$ cat src/rtl/mem_bus_arbiter.sv
// Round-robin arbiter that shares one DRAM slave port among NUM_PORTS bus masters.
// It keeps one transaction outstanding and routes read data back by source tag.
module mem_bus_arbiter #(
    parameter int NUM_PORTS = 4,
    parameter int ADDR_W    = 64,
    parameter int DATA_W    = 64,
    parameter int SRC_W     = 8
) (
    input  logic                        clk,
    input  logic                        reset_n,
    input  logic [NUM_PORTS-1:0]        cpu_req_valid,
    output logic [NUM_PORTS-1:0]        cpu_req_ready,
    input  logic [2*NUM_PORTS-1:0]      cpu_req_type,
    input  logic [ADDR_W*NUM_PORTS-1:0] cpu_req_addr,
    input  logic [DATA_W*NUM_PORTS-1:0] cpu_req_payload,
    output logic [NUM_PORTS-1:0]        cpu_resp_valid,
    output logic [DATA_W-1:0]           cpu_resp_payload,
    output logic                        mem_req_valid,
    input  logic                        mem_req_ready,
    output logic [1:0]                  mem_req_type,
    output logic [ADDR_W-1:0]           mem_req_addr,
    output logic [DATA_W-1:0]           mem_req_payload,
    output logic [SRC_W-1:0]            mem_req_source,
    input  logic                        mem_resp_valid,
    input  logic [DATA_W-1:0]           mem_resp_payload,
    input  logic [SRC_W-1:0]            mem_resp_source,
    output logic                        busy,
    output logic                        err_bad_cmd,
    output logic                        err_bad_resp
);
    localparam int         PTR_W      = $clog2(NUM_PORTS);
    localparam logic [1:0] TYPE_READ  = 2'b01;
    localparam logic [1:0] TYPE_WRITE = 2'b10;

    typedef enum logic [1:0] {IDLE, ISSUE, WAIT_RESP} state_t;

    state_t               state_q, state_d;
    logic [PTR_W-1:0]     rr_ptr_q, rr_ptr_d;
    logic [1:0]           type_q, type_d;
    logic [ADDR_W-1:0]    addr_q, addr_d;
    logic [DATA_W-1:0]    payload_q, payload_d;
    logic [SRC_W-1:0]     src_q, src_d;
    logic [NUM_PORTS-1:0] resp_valid_q, resp_valid_d;
    logic [DATA_W-1:0]    resp_payload_q, resp_payload_d;
    logic                 err_cmd_q, err_cmd_d;
    logic                 err_resp_q, err_resp_d;

    logic                 found;
    logic [PTR_W-1:0]     winner;
    logic [PTR_W-1:0]     scan_idx;
    logic [1:0]           win_type;

    // First valid requester at or above rr_ptr, wrapping, wins the bus.
    always_comb begin
        found    = 1'b0;
        winner   = '0;
        scan_idx = '0;
        for (int i = 0; i < NUM_PORTS; i++) begin
            scan_idx = PTR_W'((int'(rr_ptr_q) + i) % NUM_PORTS);
            if (!found && cpu_req_valid[scan_idx]) begin
                found  = 1'b1;
                winner = scan_idx;
            end
        end
    end

    always_comb begin
        state_d        = state_q;
        rr_ptr_d       = rr_ptr_q;
        type_d         = type_q;
        addr_d         = addr_q;
        payload_d      = payload_q;
        src_d          = src_q;
        resp_valid_d   = '0;
        resp_payload_d = resp_payload_q;
        err_cmd_d      = err_cmd_q;
        err_resp_d     = err_resp_q;
        cpu_req_ready  = '0;
        win_type       = cpu_req_type[2*int'(winner) +: 2];

        case (state_q)
            IDLE: begin
                if (found) begin
                    cpu_req_ready[winner] = 1'b1;
                    type_d    = win_type;
                    addr_d    = cpu_req_addr[ADDR_W*int'(winner) +: ADDR_W];
                    payload_d = cpu_req_payload[DATA_W*int'(winner) +: DATA_W];
                    src_d     = SRC_W'(winner);
                    rr_ptr_d  = (winner == PTR_W'(NUM_PORTS - 1)) ? '0 : winner + 1'b1;
                    if (win_type == TYPE_READ || win_type == TYPE_WRITE) begin
                        state_d = ISSUE;
                    end else begin
                        err_cmd_d = 1'b1;
                    end
                end
                if (mem_resp_valid) begin
                    err_resp_d = 1'b1;
                end
            end
            ISSUE: begin
                // Writes are posted; only reads wait for a tagged response.
                if (mem_req_ready) begin
                    state_d = (type_q == TYPE_WRITE) ? IDLE : WAIT_RESP;
                end
                if (mem_resp_valid) begin
                    err_resp_d = 1'b1;
                end
            end
            WAIT_RESP: begin
                if (mem_resp_valid) begin
                    if (mem_resp_source == src_q) begin
                        resp_valid_d[src_q[PTR_W-1:0]] = 1'b1;
                        resp_payload_d = mem_resp_payload;
                        state_d        = IDLE;
                    end else begin
                        err_resp_d = 1'b1;
                    end
                end
            end
            default: state_d = IDLE;
        endcase
    end

    always_ff @(posedge clk) begin
        if (!reset_n) begin
            state_q        <= IDLE;
            rr_ptr_q       <= '0;
            type_q         <= '0;
            addr_q         <= '0;
            payload_q      <= '0;
            src_q          <= '0;
            resp_valid_q   <= '0;
            resp_payload_q <= '0;
            err_cmd_q      <= 1'b0;
            err_resp_q     <= 1'b0;
        end else begin
            state_q        <= state_d;
            rr_ptr_q       <= rr_ptr_d;
            type_q         <= type_d;
            addr_q         <= addr_d;
            payload_q      <= payload_d;
            src_q          <= src_d;
            resp_valid_q   <= resp_valid_d;
            resp_payload_q <= resp_payload_d;
            err_cmd_q      <= err_cmd_d;
            err_resp_q     <= err_resp_d;
        end
    end

    assign mem_req_valid    = (state_q == ISSUE);
    assign mem_req_type     = type_q;
    assign mem_req_addr     = addr_q;
    assign mem_req_payload  = payload_q;
    assign mem_req_source   = src_q;
    assign cpu_resp_valid   = resp_valid_q;
    assign cpu_resp_payload = resp_payload_q;
    assign busy             = (state_q != IDLE);
    assign err_bad_cmd      = err_cmd_q;
    assign err_bad_resp     = err_resp_q;

endmodule

$ cat config.mk
export PLATFORM = sky130hd
export DESIGN_NAME = mem_bus_arbiter
export DESIGN_NICKNAME = d
export VERILOG_FILES = /design/src/rtl/mem_bus_arbiter.sv
export SDC_FILE = /design/constraint.sdc
export NUM_CORES = 1
export LEC_CHECK = 0
export CORE_AREA = 2 2 315 317
export CTS_CLUSTER_DIAMETER = 200
export DETAILED_ROUTE_END_ITERATION = 10
export DIE_AREA = 0 0 317 319
export GPL_TIMING_DRIVEN = 1
export PLACE_DENSITY_LB_ADDON = 0.12
export SYNTH_ARGS = -nofsm -noshare
export SYNTH_HDL_FRONTEND = slang
export SYNTH_SLANG_ARGS = --single-unit
$ cat constraint.sdc
create_clock -name clk -period 2.23 [get_ports clk]
set_clock_uncertainty 0.2 [all_clocks]
set_input_delay 0.223 -clock clk [delete_from_list [all_inputs] [get_ports clk]]
set_output_delay 0.223 -clock clk [all_outputs]
set_load 0.05 [all_outputs]
==> results.py <==
metrics = {
    "synthesis": {
        "synthesis.area_mm2": 0.0114,
        "synth.avg_cell_area_um2": 7.12,
        "yosysWarnings": 0,
        "synth.lib_cells_used.distinct": 36,
        "post_synth_inst_count": 1599,
        "sequential_share_of_the_synthesized_area_pct": 36.2,
        "synth-edff-count": 0,
        "yosys_register_bits": 206,
        "synth_flop_cell": "sky130_fd_sc_hd__dfxtp_1",
        "postSynth.asyncResetShare_pct": 0,
    },
    "timing": {
        "finalHoldViolCount": 0,
        "min_period_over_period_pct": 115,
        "hold-worst-slack_ns": 0.0817,
        "layout_min_cycle_time_ns": 2.57,
        "final.setup.worst_slack_ns": -0.340,
        "fin_tns_setup_ns": -19.10,
        "slew_headroom_pct": 59.4,
        "worst_slew_pin_slew_ns": 0.612,
        "clock.fmax_mhz": 389,
        "final_slew_viol_count": 0,
        "timing.final.setup_violations": 133,
        "rsz_0062_raised_after_global_routing": "yes",
    },
    "route": {
        "finalWirelength_um": 78900,
        "drcViolationCount": 0,
        "wire_per_inst_um": 20.4,
        "drt-pass1-iter-count": 5,
        "dr_total_vias": 14900,
        "viasPerCell": 3.86,
        "number_of_design_rule_violations_left_by_the_first_detailed_router_iteration": 695,
        "post_drt_antenna_nets": 0,
    },
    "floorplanning": {
        "die_w_um": 317,
        "io_pins": 814,
        "coreArea_mm2": 0.0977,
        "fp-row-count": 115,
        "floorplan.initialDensity_pct": 11.7,
        "die-height_um": 319,
        "dieArea_mm2": 0.101,
    },
    "setup_path": {
        "timing.reg2reg.setup_slack_ns": -0.28,
        "ordered_list_of_cells_on_the_worst_path": "nor2b_4 > a21o_1 > a211o_4 > buf_6 > ha_4 > and2_4 > buf_12",
        "delay_of_the_slowest_cell_on_the_worst_path_ns": 0.38,
        "path_delay_family": "compound AO/OA/AOI/OAI gates",
        "cp.arrival_ns": 2.15,
        "crit_path_start_kind": "flip-flop",
        "critical_path.n_buffers_inverters": 2,
        "reg2reg_from": "rr_ptr_q[0]$_SDFFE_PN0P_",
        "critical_path.endpoint_type": "output pin",
        "worstPathMaxFanout": 3,
        "crit_path_top_delay_cell": "sky130_fd_sc_hd__dfxtp_4",
        "worstRegToRegCells": 11,
        "r2r_end": "mem_req_payload[17]$_SDFFE_PN0P_",
        "classification_of_the_worst_setup_path": "flip-flop to output pin",
        "worstPathRequired_ns": 1.81,
    },
    "final_layout": {
        "final-seq-area_mm2": 0.00413,
        "fin_area_mm2": 0.0255,
        "n_fill_cell": 10600,
        "final_nets": 3167,
        "syn_to_final_growth_pct": 124,
        "drive_above_1_share_pct": 15.2,
        "multi_input_area_mm2": 0.00732,
        "finish.cell_count_without_fillers": 3872,
    },
    "clock_tree": {
        "clkSinkCount": 206,
        "clockBufferDepth": 3,
        "clock_latency_ns": 0.61,
        "ctsHtreeMaxLevel": 1,
        "cts_inserted_buffers": 30,
        "cts_tree": "yes",
        "clk_root_buf": "sky130_fd_sc_hd__clkbuf_16",
        "cts.clk_slew.worst_paths_ns": 0.06,
    },
    "placement": {
        "placed_cells": 3693,
        "hpwl_um": 58400,
        "count_of_buffers_inserted_at_the_top_level_ports": 807,
        "place_area_mm2": 0.0219,
        "finalWeightedCongestion": 0.887,
    },
    "global_routing": {
        "grt_start_max_net_pins": 90,
        "grt_pass1_wl_um": 108000,
        "grt_pass1_vias": 15700,
        "antenna_found_initial": 8,
        "grt_overflow_total": 0,
        "grt_util_all_layers_pct": 14.5,
    },
    "power_and_ir_drop": {
        "power_density_mw_per_mm2": 1130,
        "power.ir.vdd_worst_mv": 0.539,
        "power.static_leakage_nw": 11.0,
    },
    "min_path": {
        "timing.hold.worst_endpoint": "state_q[1]$_SDFFE_PN0P_",
        "timing.hold.worst_path_depth": 3,
        "timing.hold.worst.class": "primary input to flip-flop",
        "origin_of_the_worst_min_delay_path": "mem_req_ready",
    },
    "run_status": {
        "outcome": "complete, but fails checks",
        "failed_checks": "setup timing",
    },
    "job": {
        "drv.max_cap_violation_count": 0,
    },
}
-- layout make-up --
class	count	share of cell area, %
well taps	1287	6.31
multi-input cells	1251	28.7
repair buffers	1069	44.8
clock inverters	8	0.471
inverters	5	0.152
clock buffers	44	3.42
flip-flops and latches	206	16.2
diodes	2	0.0196
-- cell families after synthesis --
logic type,synth area share (%)
AND/OR/NAND/NOR,33.7
adder cells (fa/ha/maj),0.439
buffers and inverters,6.00
XOR/XNOR,0.231
other,0.0329
flip-flops,36.2
AO/OA/AOI/OAI,15.6
multiplexers,7.73
-- report_power, final --
part	internal, mW	switching (mW)
combinational	7.90	11.0
clock	2.92	1.95
sequential	4.66	0.514
total	15.5	13.4
-- worst max-delay path by stage --
| stage | from | to | slack [ns] | depth (start not counted) |
|---|---|---|---|---|
| 2_1_floorplan | rr_ptr_q[0]$_SDFFE_PN0P_ | cpu_req_ready[0] | -0.01 | 9 |
| 3_3_place_gp | cpu_req_valid[2] | mem_req_payload[35]$_SDFFE_PN0P_ | -0.49 | 10 |
| 3_5_place_dp | cpu_req_valid[2] | mem_req_addr[55]$_SDFFE_PN0P_ | -0.51 | 11 |
| 4_1_cts | rr_ptr_q[0]$_SDFFE_PN0P_ | cpu_req_ready[0] | -0.38 | 7 |
| 5_1_grt | rr_ptr_q[0]$_SDFFE_PN0P_ | cpu_req_ready[0] | -0.41 | 7 |
| 6_report | rr_ptr_q[0]$_SDFFE_PN0P_ | cpu_req_ready[0] | -0.34 | 7 |
-- cell usage in the layout (no fill, tap or decap), types with 39 or more instances in the layout --
cell                              instances
sky130_fd_sc_hd__a21boi_0                81
sky130_fd_sc_hd__nor2b_1                 47
sky130_fd_sc_hd__clkbuf_16               42
sky130_fd_sc_hd__dfxtp_1                202
sky130_fd_sc_hd__a21oi_1                 49
sky130_fd_sc_hd__dlygate4sd3_1           65
sky130_fd_sc_hd__clkdlybuf4s50_1        608
sky130_fd_sc_hd__nand2_1                542
sky130_fd_sc_hd__mux2i_1                 75
sky130_fd_sc_hd__buf_12                  39
sky130_fd_sc_hd__dlygate4sd2_1          170
sky130_fd_sc_hd__nand3_1                203
sky130_fd_sc_hd__nand3_2                 50
sky130_fd_sc_hd__buf_4                  106
sky130_fd_sc_hd__a21boi_1                71
-- registers in the layout, summed over array words and instances (netlist names) --
register,flops
err_bad_resp,1
state_q,2
mem_req_addr,64
err_bad_cmd,1
mem_req_type,2
rr_ptr_q,2
mem_req_payload,64
cpu_resp_payload,64
cpu_resp_valid,4
mem_req_source,2
-- worst register-to-register path: cells and delay by family, from the launching register on --
family / cells / cell delay, ns
DFF: 1 / 0.38
and+or+nand+nor: 4 / 0.29
buffers and inverters: 4 / 0.90
AOI/OAI and AO/OA: 3 / 0.61
-- synthesized netlist by cell type, drive strengths merged (2+ instances only) --
cell type / n / area (um^2)
nor3: 2 / 10.0
mux2i: 88 / 881
xnor2: 2 / 17.5
clkbuf: 74 / 278
nand2b: 3 / 18.8
a21o: 2 / 15.0
nand2: 566 / 2120
inv: 5 / 18.8
dfxtp: 206 / 4120
a21boi: 153 / 1150
nor2: 5 / 18.8
o22ai: 44 / 275
nor2b: 50 / 313
a21oi: 53 / 265
nand3: 254 / 1270
and2: 4 / 25.0
buf: 68 / 387
a22oi: 3 / 27.5
ha: 4 / 50.1
o21ai: 3 / 15.0
-- what timing repair did --
action,4_1_cts,5_1_grt
pin swaps,43,29
hold endpoints to repair,98,0
gates resized for setup,344,101
gates cloned,21,13
setup buffers,20,8
setup endpoints to repair,301,152
hold buffers,65,0
-- per-stage QoR --
stage	utilization (%)	total power, mW	worst slack (ns)
after CTS	25.5	28.9	-0.385
after floorplan	-	13.9	-0.0130
after detailed placement	22.5	21.6	-0.512
after global routing	26.1	30.7	-0.415
final	26.1	28.9	-0.340
after global placement	22.5	21.6	-0.494
-- routing by layer --
| metal | GRT usage (%) | vias up | share of wire [%] |
|---|---|---|---|
| met4 | 3.35 | 10 | 2.3 |
| met5 | 0 | - | 0.082 |
| met1 | 16.0 | 7021 | 39 |
| met3 | 4.06 | 78 | 7.5 |
| met2 | 27.0 | 513 | 52 |
| li1 | - | 7319 | - |
Power figures use the tool's default switching activity.
